[src/rtl/fcpu_pkg.sv]
// Shared CPU-wide widths and the common data bus payload type.
// Every unit that produces or consumes a CDB broadcast imports these
// definitions, so changing a width here resizes the whole bus.
package fcpu_pkg;

    localparam int RSV_ID_W = 6;
    localparam int DATA_W   = 32;
    localparam int CDB_W    = RSV_ID_W + DATA_W;

    // One CDB broadcast: destination ROB entry tag in the upper bits, result below
    typedef struct packed {
        logic [RSV_ID_W-1:0] rob_id;
        logic [DATA_W-1:0]   data;
    } cdb_t;

    // Width of an index into n items, never narrower than one bit
    function automatic int idx_w(input int n);
        return (n > 1) ? $clog2(n) : 1;
    endfunction

endpackage

[src/rtl/rr_arbiter.sv]
// Round-robin arbiter: grants one active request, searching upward from
// the position just after the previous winner and wrapping at N.
// Purely combinational so it can also serve issue-port arbitration.
module rr_arbiter
    import fcpu_pkg::*;
#(
    parameter int N = 4,
    localparam int LW = idx_w(N)
) (
    input  logic [N-1:0]  req,
    input  logic [LW-1:0] last,
    output logic [N-1:0]  grant
);

    // Walk the requesters starting at last+1 and take the first active one
    always_comb begin
        logic          found;
        logic [LW-1:0] idx;
        grant = '0;
        found = 1'b0;
        idx   = '0;
        for (int k = 1; k <= N; k++) begin
            idx = LW'((int'(last) + k) % N);
            if (!found && req[idx]) begin
                grant[idx] = 1'b1;
                found      = 1'b1;
            end
        end
    end

endmodule

[src/rtl/cdb_arbiter.sv]
// Common data bus arbiter: each functional unit parks one finished result
// in its own holding buffer; one buffer per cycle is broadcast, chosen
// round-robin. Flush discards every parked result.
// Optional macro CDB_ARB_OUTREG_EN registers cdb_valid/cdb for timing,
// adding one cycle of latency.
module cdb_arbiter
    import fcpu_pkg::*;
#(
    parameter int N_REQ = 4
) (
    input  logic                   clk,
    input  logic                   nrst,
    input  logic [N_REQ-1:0]       req_valid,
    input  logic [N_REQ*CDB_W-1:0] req_data,
    output logic [N_REQ-1:0]       req_ready,
    input  logic                   flush,
    output logic                   cdb_valid,
    output logic [CDB_W-1:0]       cdb,
    output logic [N_REQ-1:0]       pending
);

    localparam int LW = idx_w(N_REQ);

    logic [N_REQ-1:0] full;
    cdb_t             hold_q [N_REQ];
    logic [LW-1:0]    last_grant;
    logic [N_REQ-1:0] arb_req;
    logic [N_REQ-1:0] grant;
    logic [N_REQ-1:0] accept;
    logic [LW-1:0]    grant_idx;
    logic             bcast_valid;
    cdb_t             bcast;

    // Nothing competes for the bus while flushing or in reset
    assign arb_req = (flush || nrst) ? '0 : full;

    rr_arbiter #(.N(N_REQ)) u_rr (
        .req   (arb_req),
        .last  (last_grant),
        .grant (grant)
    );

    // A buffer being drained this cycle can take a new result at the same edge
    assign req_ready = (flush || nrst) ? '0 : (~full | grant);
    assign accept    = req_valid & req_ready;
    assign pending   = full;

    // Encode the one-hot grant and select the winning payload
    always_comb begin
        grant_idx = '0;
        bcast     = '0;
        for (int i = 0; i < N_REQ; i++) begin
            if (grant[i]) begin
                grant_idx = LW'(i);
                bcast     = bcast | hold_q[i];
            end
        end
        bcast_valid = |grant;
    end

    // Buffer occupancy and round-robin pointer; a refill beats a drain
    always_ff @(posedge clk) begin
        if (nrst) begin
            full       <= '0;
            last_grant <= LW'(N_REQ - 1);
        end else begin
            for (int i = 0; i < N_REQ; i++) begin
                if (flush)
                    full[i] <= 1'b0;
                else if (accept[i])
                    full[i] <= 1'b1;
                else if (grant[i])
                    full[i] <= 1'b0;
            end
            if (|grant)
                last_grant <= grant_idx;
        end
    end

    // Payload capture; registers only move on an accept
    always_ff @(posedge clk) begin
        for (int i = 0; i < N_REQ; i++) begin
            if (accept[i])
                hold_q[i] <= cdb_t'(req_data[i*CDB_W +: CDB_W]);
        end
    end

`ifdef CDB_ARB_OUTREG_EN
    logic             cdb_valid_q;
    logic [CDB_W-1:0] cdb_q;

    // Output stage so the broadcast leaves from a flop; flush empties it too
    always_ff @(posedge clk) begin
        if (nrst || flush) begin
            cdb_valid_q <= 1'b0;
            cdb_q       <= '0;
        end else begin
            cdb_valid_q <= bcast_valid;
            cdb_q       <= bcast;
        end
    end

    assign cdb_valid = cdb_valid_q;
    assign cdb       = cdb_q;
`else
    assign cdb_valid = bcast_valid;
    assign cdb       = bcast;
`endif

endmodule

[config.mk]
export PLATFORM = sky130hd
export DESIGN_NAME = cdb_arbiter
export DESIGN_NICKNAME = d
export VERILOG_FILES = /design/src/rtl/fcpu_pkg.sv /design/src/rtl/rr_arbiter.sv /design/src/rtl/cdb_arbiter.sv
export SDC_FILE = /design/constraint.sdc
export NUM_CORES = 1
export LEC_CHECK = 0
export CAP_MARGIN = 15
export CORE_ASPECT_RATIO = 0.75
export CORE_MARGIN = 2
export CORE_UTILIZATION = 40
export CTS_CLUSTER_SIZE = 24
export DETAILED_ROUTE_END_ITERATION = 16
export GPL_TIMING_DRIVEN = 0
export PLACE_DENSITY = 0.72
export SYNTH_ARGS = -nofsm -noshare
export SYNTH_HDL_FRONTEND = slang
export SYNTH_SLANG_ARGS = --single-unit
[constraint.sdc]
create_clock -name clk -period 5.95 [get_ports clk]
set_input_delay 0.8925 -clock clk [delete_from_list [all_inputs] [get_ports clk]]
set_output_delay 0.8925 -clock clk [all_outputs]
set_load 0.005 [all_outputs]
==> results.md, run 1 <==
* P&R area growth vs syn at 48.75%
* PostCTS Resize Cnt at 0
* Comb pwr share at 11.7%
* First-pass GRT wire length at 25,050 µm
* Via count at 4,235
* Most frequent cells in the layout: clkdlybuf4s50_1 (204), edfxtp_1 (152), a22oi_1 (77), nand2_1 (42), clkbuf_16 (17)
* Crit Path Category: flip-flop to primary output
* PD cells at 292.0 nW/µm²
* Final setup viols at 0
* Yosys reg bits at 158
* Rel. slew slack at 61.08%
* Synthesized cell area at 6147 µm²
* Netlist cell types at 36
* DRC errors left at 0
* Clk root buf: clkbuf_16
* Reg2reg start: last_grant[1]$_SDFFE_PP1P_
* Pin count of the biggest net entering global routing at 23
* Max_cap viols at 0
* CTS Buf Count at 17
* Routed vias/inst at 5.158
* Cts hold-fix bufs at 0
* Most common cell after layout, fill and taps aside: clkdlybuf4s50_1
* Die area at 16,390 µm²
* Initial DRT Pass Iterations at 5
* Remaining Overflow, GRT at 0
* Die H at 111.4 µm
* Worst-skew pair later-pin latency at 420 ps
* Worst Tran Pin Value at 582.7 ps
* ANT nets after route at 0
* Mapped Avg Cell Area at 16.35 µm²
* Pint at 0.002045 W
* Routed len/inst at 20.16 µm
* Chip Width at 147.1 µm
* Vias in the first global route at 4,476
* CP Launch Type: flip-flop
* Clock Pin Slew Worst Setup and Hold Paths at 70 ps
* Clock power frac at 40.7%
* Routed WL at 16,560 µm
* Leakage at 3.264 nW
* Nets at 770
* Net count after synthesis at 543
* Layout Skew at 10.68 ps
* Fin crit share at 92.79%
* Crit end category: primary output
* Initial antenna violation count at 0
* CP max FO at 10
* Core ar. at 15,130 µm²
* Switching share of power at 23.42%
* Final setup TNS at 0 ps
* Num rows at 39
* DRT iter0 DRCs at 247
* Clock sinks at 158
* Max-slew violation count at 0
* Switching power at 0.0006254 W
* Hold Path End: pending[1]$_SDFFE_PP0P_
* R2r endpoint: hold_q[3][6]$_DFFE_PP_
* GRT Util Overall at 20.61%
* Hpwl dp at 11,460 µm
* Register area share after synthesis at 76.21%
* Hold depth at 3
* Ant. Diodes at 0
* Worst Min Path Start: pending[1]$_SDFFE_PP0P_
* Final min period at 5521 ps
* Max H-tree Level at 4
* R2R depth at 10
* Critical Path RT at 5060 ps
* Maximum vdd drop at 0.0002367 V
* Layout cells sized above 1 at 11.53%
* Seq pwr share at 47.6%
* Port bufs at 204
* Initial core utilization at 40.64%
* Final instance area at 9144 µm²
* Cell count after synthesis at 376
* Ports at 206
* Ys Warns at 0
* Max clock buf depth at 2
* Hold Path Class: flip-flop to flip-flop
* Critical Path AT at 4630 ps
* RSZ-0062 raised after global routing: false
* Status: completed
* CTS tree: built
* Flop2flop setup slack at 1730 ps
* Postcts setup bufs at 0
* Endpoints failing hold at 0
* Placement Cell Area at 8546 µm²
* Peak Freq at 181.1 MHz
* Routability congestion estimate at 0.8173
final cells by class:
type	count	area, µm²
Multi-Input combinational cell	188	1321
Tap cell	205	256.5
Sequential cell	158	4684
Buffer	20	108.9
Fill cell	1140	5983
Clock buffer	17	425.4
Inverter	10	37.54
Timing Repair Buffer	208	2137
Clock inverter	15	172.7
critical path, stage by stage (launching register included):
cell and delay (ps):
dfxtp_1 430, clkbuf_1 390, inv_1 200, ha_1 440
mux2_2 360, a22oi_1 400, mux2_2 380, a221o_1 380
buf_4 240, buf_4 190, a22oi_1 220, nand2_1 100
clkdlybuf4s50_1 460
layer usage:
metal,track usage (%),part of all wire (%),up-vias
li1,-,-,1966
met1,27.45,43,2053
met2,33.27,48,199
met3,5.533,7.6,17
met4,6.603,1.5,0
met5,0,0,-
stage by stage:
| step | hold slack (ps) | utilization [%] | std cells | total power, W | setup slack, ps |
|---|---|---|---|---|---|
| finish | 731.1 | 60.45 | 821 | 0.002670 | 429.2 |
| global route | 788.8 | 60.45 | 821 | 0.002768 | 103.5 |
| CTS | 730.6 | 60.45 | 821 | 0.002695 | 405.3 |
| detailed placement | 721.2 | 56.49 | 789 | 0.001609 | 883.2 |
| global placement | 694.6 | 55.83 | 785 | 0.001598 | 923.1 |
| floorplan | 636.7 | - | 376 | 0.001394 | 1968 |
worst max-delay path by stage:
| stage | slack (ps) | from | to | depth (start not counted) |
|---|---|---|---|---|
| detailed placement | 880 | last_grant[1]$_SDFFE_PP1P_ | cdb[27] | 12 |
| global route | 100 | last_grant[1]$_SDFFE_PP1P_ | cdb[27] | 12 |
| global placement | 920 | flush | hold_q[3][18]$_DFFE_PP_ | 7 |
| floorplan | 1970 | last_grant[1]$_SDFFE_PP1P_ | cdb[27] | 11 |
| CTS | 410 | last_grant[1]$_SDFFE_PP1P_ | cdb[27] | 12 |
| finish | 430 | last_grant[1]$_SDFFE_PP1P_ | cdb[27] | 12 |
power by group through the flow:
stage	registers [W]	logic, W	clock network (W)
final	0.00127	0.000313	0.00109
after global routing	0.00127	0.000337	0.00116
after CTS	0.00127	0.000316	0.00111
after detailed placement	0.00129	0.000314	0
after global placement	0.00130	0.000302	0
after floorplan	0.00129	0.000102	0
cells by family after synthesis:
family	Yosys count	share of synthesized area [%]
buffers and inverters	30	2.381
multiplexers	9	1.588
AO/OA/AOI/OAI	99	12.42
AND/OR/NAND/NOR	72	5.781
flip-flops	158	76.21
adder cells (fa/ha/maj)	8	1.628
Yosys cell counts:
cell type	n	share of area [%]
ha_1	8	1.6
mux2i_1	3	0.49
buf_2	14	1.1
nor2_1	5	0.31
and2_1	4	0.41
nor3b_1	1	0.12
nor3b_2	1	0.20
mux2_1	1	0.18
or4b_2	4	0.65
buf_4	2	0.24
o21ai_1	1	0.081
a21oi_1	5	0.41
a311oi_1	1	0.14
and3b_1	1	0.14
a221o_1	4	0.65
clkbuf_1	2	0.12
o31ai_1	1	0.12
o32ai_1	4	0.57
a221oi_1	1	0.14
o21ba_2	1	0.16
or4_1	1	0.12
nand2_1	42	2.6
mux2_2	5	0.92
dfxtp_1	6	2.0
buf_6	1	0.18
a2111oi_2	2	0.49
a32oi_1	1	0.14
a22oi_1	77	9.4
nor2b_1	1	0.10
nor3_1	3	0.24
inv_1	10	0.61
or2_1	5	0.51
clkbuf_2	1	0.081
and3_1	4	0.41
edfxtp_1	152	74
a31oi_1	1	0.10
registers in the layout, indices dropped and copies added (netlist names):
name / cells
last_grant: 2
hold_q: 152
pending: 4
(Power assumes the default switching activity.)
==> run 2: changes to the inputs <==
Settings changed: CORE_UTILIZATION 40 to 49, PLACE_DENSITY 0.72 to 0.85.
==> results.md, run 2 (synthesis gave the netlist of run 1 again) <==
* P&R area growth vs syn at 47.73%
* Layout Skew at 7.389 ps (-3.291 ps)
* Switching power at 0.0005915 W (-5.4%)
* Postcts setup bufs at 0 (unchanged)
* PD cells at 293.2 nW/µm² (+0.38%)
* Total power at 0.002662 W (-0.30%)
* Fill count at 767 (-33%)
* Routability congestion estimate at 0.9618 (+18%)
* Final WS setup at 410.2 ps (-19.00 ps)
* Clk root buf: clkbuf_16
* CP Launch Type: flip-flop
* Initial core utilization at 50.13% (+9.5 points)
* Crit Path Category: flip-flop to primary output
* Crit end category: primary output
* Clock sinks at 158 (unchanged)
* Initial DRT Pass Iterations at 5 (unchanged)
* Routed vias/inst at 5.525 (+7.1%)
* Status: completed
* Die area at 13,470 µm² (-18%)
* Die H at 101 µm (-9.3%)
* Worst-skew pair later-pin latency at 410 ps (about the same)
* Pint at 0.002071 W (+1.3%)
* CP max stage delay at 470 ps (about the same)
* Most common cell after layout, fill and taps aside: clkdlybuf4s50_1
* Hpwl dp at 11,500 µm (+0.41%)
* Max H-tree Level at 4 (unchanged)
* Storage cell area at 4684 µm² (unchanged)
* Worst path top cell family by delay: buffers and inverters
* Clock power frac at 40.5% (-0.2 points)
* Final min period at 5540 ps (+19.00 ps)
* Critical Path RT at 5060 ps (about the same)
* Max_cap viols at 0 (unchanged)
* Max-slew violation count at 0 (unchanged)
* Pin count of the biggest net entering global routing at 26 (+13%)
* Clock Pin Slew Worst Setup and Hold Paths at 60 ps (about the same)
* Layout cells sized above 1 at 11.22% (-0.31 points)
* Worst path bufs/invs at 5 (unchanged)
* R2R depth at 10 (unchanged)
* Routed WL at 16,360 µm (-1.2%)
* Port bufs at 204 (unchanged)
* Area of the multi-input gates at 1321 µm² (unchanged)
* Crit path cell chain: clkbuf_1, inv_1, ha_1, mux2_2, a22oi_1, mux2_2, a221o_1, buf_4, buf_4, a22oi_1, nand2_1, clkdlybuf4s50_1
* Ports at 206 (unchanged)
* Hold Path End: pending[1]$_SDFFE_PP0P_
* Ant. Diodes at 0 (unchanged)
* Seq pwr share at 47.8% (+0.2 points)
* Flop2flop setup slack at 1680 ps (-50 ps)
* Nets at 770 (unchanged)
* Initial antenna violation count at 0 (unchanged)
* DRC errors left at 0 (unchanged)
* Placement Setup Slack at 886.6 ps (+3.459 ps)
* Core ar. at 12,260 µm² (-19%)
* Final setup viols at 0 (unchanged)
* Num rows at 35 (-10%)
* GRT Util Overall at 24.65% (+4.0 points)
* DRT iter0 DRCs at 280 (+13%)
* Number of flip-flops in the largest register at 152 (unchanged)
* First-pass GRT wire length at 24,150 µm (-3.6%)
* Hold depth at 3 (unchanged)
* Switching share of power at 22.22% (-1.2 points)
* Reg2reg start: last_grant[1]$_SDFFE_PP1P_
* Peak Freq at 180.5 MHz (-0.34%)
* Max clock buf depth at 2 (unchanged)
* Routed len/inst at 20.95 µm (+3.9%)
* Hold Path Class: flip-flop to flip-flop
* CTS tree: built
* PostCTS Resize Cnt at 0 (unchanged)
* Rel. slew slack at 59.06% (-2.0 points)
* Most frequent cells in the layout: clkdlybuf4s50_1 (204), edfxtp_1 (152), a22oi_1 (77), nand2_1 (42), clkbuf_16 (17)
* R2r endpoint: hold_q[2][22]$_DFFE_PP_
* Remaining Overflow, GRT at 0 (unchanged)
* Largest register by flop count: hold_q
* RSZ-0062 raised after global routing: false
* Cts hold-fix bufs at 0 (unchanged)
* Comb pwr share at 11.7% (about the same)
* Maximum vdd drop at 0.0001941 V (-18%)
* CP max FO at 10 (unchanged)
* Vias in the first global route at 4,360 (-2.6%)
* Slowest-stage cell, CP: ha_1
* Worst Min Path Start: pending[1]$_SDFFE_PP0P_
* Worst Tran Pin Value at 613.0 ps (+30.32 ps)
* Worst-case hold slack at 743.3 ps (+12.25 ps)
* Via count at 4,315 (+1.9%)
* Chip Width at 133.3 µm (-9.4%)
* Endpoints failing hold at 0 (unchanged)
* ANT nets after route at 0 (unchanged)
* Final setup TNS at 0 ps (unchanged)
* CTS Buf Count at 17 (unchanged)
* Fin crit share at 93.11% (+0.32 points)
* Leakage at 3.247 nW (-0.52%)
* Critical Path AT at 4650 ps (+20 ps)
-- run 2: changes by cell type in the layout (fill, tap and decap cells not counted) --
cell / previous run / this run
clkinvlp_4: 2 / 5
clkinv_8: 2 / 0
inv_6: 5 / 3
bufinv_16: 1 / 2
clkinv_1: 0 / 1
clkinv_4: 2 / 1
inv_8: 3 / 2
-- run 2: through the flow --
stage | cell area (µm²) | instances | utilization [%]
floorplan | 6147 | 376 | -
global placement | 8397 | 746 | 68.48
detailed placement | 8497 | 750 | 69.30
CTS | 9081 | 781 | 74.06
global route | 9081 | 781 | 74.06
finish | 9081 | 781 | 74.06
-- run 2: worst max path at each step --
stage,from,endpoint,slack [ps],depth (start not counted)
after floorplan,last_grant[1]$_SDFFE_PP1P_,cdb[27],1970,11
after global placement,last_grant[1]$_SDFFE_PP1P_,cdb[36],980,12
after detailed placement,last_grant[1]$_SDFFE_PP1P_,cdb[36],890,12
after CTS,last_grant[1]$_SDFFE_PP1P_,cdb[36],420,12
after global routing,last_grant[1]$_SDFFE_PP1P_,cdb[36],160,12
final,last_grant[1]$_SDFFE_PP1P_,cdb[30],410,12
-- run 2: final cells by class --
type	instances	area share, %
Inverter	10	0.4133
Clock buffer	17	4.684
Timing Repair Buffer	208	23.53
Tap cell	166	2.287
Multi-Input combinational cell	188	14.55
Sequential cell	158	51.58
Buffer	20	1.199
Clock inverter	14	1.750
-- run 2: routing by layer --
| metal | share of wire, % | GRT usage (%) |
|---|---|---|
| met4 | 1.4 | 8.347 |
| met1 | 40 | 31.09 |
| met3 | 9.1 | 6.888 |
| met5 | 0 | 0 |
| met2 | 49 | 41.63 |
-- run 2: power groups by stage --
stage                     clock (W)  sequential [W]  combinational, W
after CTS                   0.00109         0.00127          0.000314
after floorplan                   0         0.00129          0.000102
final                       0.00108         0.00127          0.000312
after global placement            0         0.00130          0.000296
after global routing        0.00114         0.00127          0.000335
after detailed placement          0         0.00130          0.000311
-- run 2: worst min-delay path, delay by kind of cell, from the launching register on --
| kind | cells | cell delay [ps] |
|---|---|---|
| AOI/OAI and AO/OA | 1 | 80 |
| buffers and inverters | 1 | 100 |
| DFF | 1 | 380 |
| and+or+nand+nor | 1 | 130 |
==> run 3: changes to the inputs <==
--- a/config.mk
+++ b/config.mk
@@ -7,5 +7,5 @@
 export LEC_CHECK = 0
+export ABC_CLOCK_PERIOD_IN_PS = 5950
 export CAP_MARGIN = 15
 export CORE_ASPECT_RATIO = 0.75
-export CORE_MARGIN = 2
 export CORE_UTILIZATION = 49
==> constraint.sdc (replaced) <==
create_clock -name clk -period 5.95 [get_ports clk]
set_input_delay 1.19 -clock clk [delete_from_list [all_inputs] [get_ports clk]]
set_output_delay 1.19 -clock clk [all_outputs]
set_load 0.005 [all_outputs]
==> results.md, run 3 (synthesis gave the netlist of run 1 again) <==
* Status: completed
* Max-slew violation count at 0 (unchanged)
* Rel. slew slack at 59.98% (+0.93 points)
* Initial DRT Pass Iterations at 4 (-1)
* R2r endpoint: hold_q[1][23]$_DFFE_PP_
* RSZ-0062 raised after global routing: false
* Switching share of power at 21.16% (-1.1 points)
* Pin count of the biggest net entering global routing at 26 (unchanged)
* Clock sinks at 158 (unchanged)
* Ant. Diodes at 0 (unchanged)
* Hpwl dp at 11,590 µm (+0.77%)
* PD cells at 288.9 nW/µm² (-1.4%)
* Endpoints failing hold at 0 (unchanged)
* CTS tree: built
* Cts hold-fix bufs at 0 (unchanged)
* Core ar. at 12,260 µm² (unchanged)
* Via count at 4,347 (+0.74%)
* Flop2flop setup slack at 1880 ps (+200 ps)
* Seq pwr share at 48.6% (+0.8 points)
* DRC errors left at 0 (unchanged)
* Port bufs at 204 (unchanged)
* GRT Util Overall at 26.50% (+1.9 points)
* Crit end category: primary output
* Worst-skew pair later-pin latency at 410 ps (about the same)
* Largest register by flop count: hold_q
* Nets at 770 (unchanged)
* Max_cap viols at 0 (unchanged)
* First-pass GRT wire length at 25,120 µm (+4.0%)
* Ports at 206 (unchanged)
* Final min period at 5673 ps (+132.9 ps)
* Max layer used: met4
* Final setup TNS at 0 ps (unchanged)
* CP Launch Type: flip-flop
* Worst Min Path Start: pending[0]$_SDFFE_PP0P_
* Pint at 0.002063 W (-0.38%)
* Hold depth at 3 (unchanged)
* Max clock buf depth at 2 (unchanged)
* Routability congestion estimate at 0.9454 (-1.7%)
* Reg2reg start: last_grant[1]$_SDFFE_PP1P_
* Die H at 99 µm (-2.0%)
* Routed WL at 16,620 µm (+1.6%)
* Vias in the first global route at 4,389 (+0.67%)
* Routed vias/inst at 5.566 (+0.74%)
* Crit Path Category: flip-flop to primary output
* Hold Path Class: flip-flop to flip-flop
* Max H-tree Level at 4 (unchanged)
* Routed len/inst at 21.29 µm (+1.6%)
* WP depth at 12 (unchanged)
* Worst-case hold slack at 738.1 ps (-5.295 ps)
* Num rows at 35 (unchanged)
* Comb pwr share at 12.0% (+0.3 points)
* Peak Freq at 176.3 MHz (-2.3%)
* Crit path cell chain: clkbuf_2, inv_1, ha_1, mux2_2, a22oi_1, mux2_2, a221o_1, buf_4, buf_4, a22oi_1, nand2_1, clkdlybuf4s50_1
* Routed wl met2 at 8054 µm (+0.32%)
* DRT iter0 DRCs at 279 (-0.36%)
* Chip Width at 131.3 µm (-1.5%)
* Final setup viols at 0 (unchanged)
* Fin crit share at 95.34% (+2.2 points)
* Most frequent cells in the layout: clkdlybuf4s50_1 (204), edfxtp_1 (152), a22oi_1 (77), nand2_1 (42), clkbuf_16 (17)
* R2R depth at 10 (unchanged)
* Initial core utilization at 50.13% (unchanged)
* CTS Buf Count at 17 (unchanged)
* Remaining Overflow, GRT at 0 (unchanged)
* Switching power at 0.0005535 W (-6.4%)
* Maximum vdd drop at 0.0001934 V (-0.34%)
* Layout cells sized above 1 at 10.89% (-0.33 points)
* Slowest-stage cell, CP: clkdlybuf4s50_1
* Worst path bufs/invs at 5 (unchanged)
* Critical Path AT at 4480 ps (-170 ps)
* Clock Pin Slew Worst Setup and Hold Paths at 60 ps (about the same)
* Postcts setup bufs at 0 (unchanged)
* Die area at 13,000 µm² (-3.5%)
* CP max stage delay at 470 ps (about the same)
* Hold Path End: pending[0]$_SDFFE_PP0P_
* Most common cell after layout, fill and taps aside: clkdlybuf4s50_1
* Leakage at 3.247 nW (about the same)
* Worst path top cell family by delay: buffers and inverters
* CP max FO at 10 (unchanged)
* P&R area growth vs syn at 47.30%
* WL met1 at 6856 µm (+3.7%)
* ANT nets after route at 0 (unchanged)
* Initial antenna violation count at 0 (unchanged)
* Critical Path RT at 4760 ps (-300 ps)
* Met3 WL at 1436 µm (-3.8%)
* Worst Tran Pin Value at 599.1 ps (-13.85 ps)
* Clk root buf: clkbuf_16
* Layout Skew at 7.911 ps (+0.5217 ps)
* Clock power frac at 39.4% (-1.1 points)
* Number of flip-flops in the largest register at 152 (unchanged)
[run 3: cell types whose count changed in the layout (fill, tap and decap cells not counted)]
cell / delta
clkinvlp_4: -3
inv_8: -2
clkbuf_2: +1
clkinv_2: +3
clkinv_4: +1
inv_6: -2
clkbuf_1: +3
clkinv_1: -1
[run 3: per-layer routing]
metal	vias up	track usage [%]
li1	1961	-
met1	2113	34.44
met2	250	43.29
met3	23	7.407
met4	0	9.034
met5	-	0
[run 3: worst max-delay path by stage]
stage               slack [ps]  endpoint                        from
floorplan                 1670   cdb[27]  last_grant[1]$_SDFFE_PP1P_
global placement           500   cdb[26]                       flush
detailed placement         430   cdb[26]                       flush
CTS                        110   cdb[36]  last_grant[1]$_SDFFE_PP1P_
global route               110   cdb[36]  last_grant[1]$_SDFFE_PP1P_
finish                     280   cdb[36]  last_grant[1]$_SDFFE_PP1P_
[run 3: power groups by stage]
| stage | Combinational, W | Clock [W] | Sequential [W] |
|---|---|---|---|
| finish | 0.000314 | 0.00103 | 0.00127 |
| floorplan | 0.000102 | 0 | 0.00129 |
| detailed placement | 0.000313 | 0 | 0.00130 |
| global placement | 0.000297 | 0 | 0.00130 |
| CTS | 0.000315 | 0.00105 | 0.00127 |
| global route | 0.000335 | 0.00110 | 0.00127 |
[run 3: stage by stage]
step                      utilization (%)  std cells  worst slack, ps  instance area (µm²)  power [W]
after CTS                           73.84        781            114.9                 9054   0.002633
final                               73.85        781            277.4                 9055   0.002616
after global placement              68.48        746            499.0                 8397   0.001592
after global routing                73.85        781            112.7                 9055   0.002705
after detailed placement            69.30        750            430.7                 8497   0.001608
after floorplan                         -        376             1671                 6147   0.001394
[run 3: cell type report]
type,instances,area (µm²)
Inverter,10,37.54
Fill cell,762,3207
Sequential cell,158,4684
Tap cell,166,207.7
Clock inverter,10,116.4
Clock buffer,21,440.4
Multi-Input combinational cell,188,1321
Timing Repair Buffer,208,2137
Buffer,20,110.1
[run 3: timing repair]
item	in CTS	in global routing
endpoints found under the setup margin	0	12
hold endpoints to repair	0	0
resized for setup	0	2
[run 3: tightest hold or removal path, delay by kind of cell, from the launching register on]
kind / cells / cell delay, ps
flip-flops: 1 / 380
AND/OR/NAND/NOR: 1 / 130
buffers and inverters: 1 / 100
AO/OA/AOI/OAI: 1 / 70
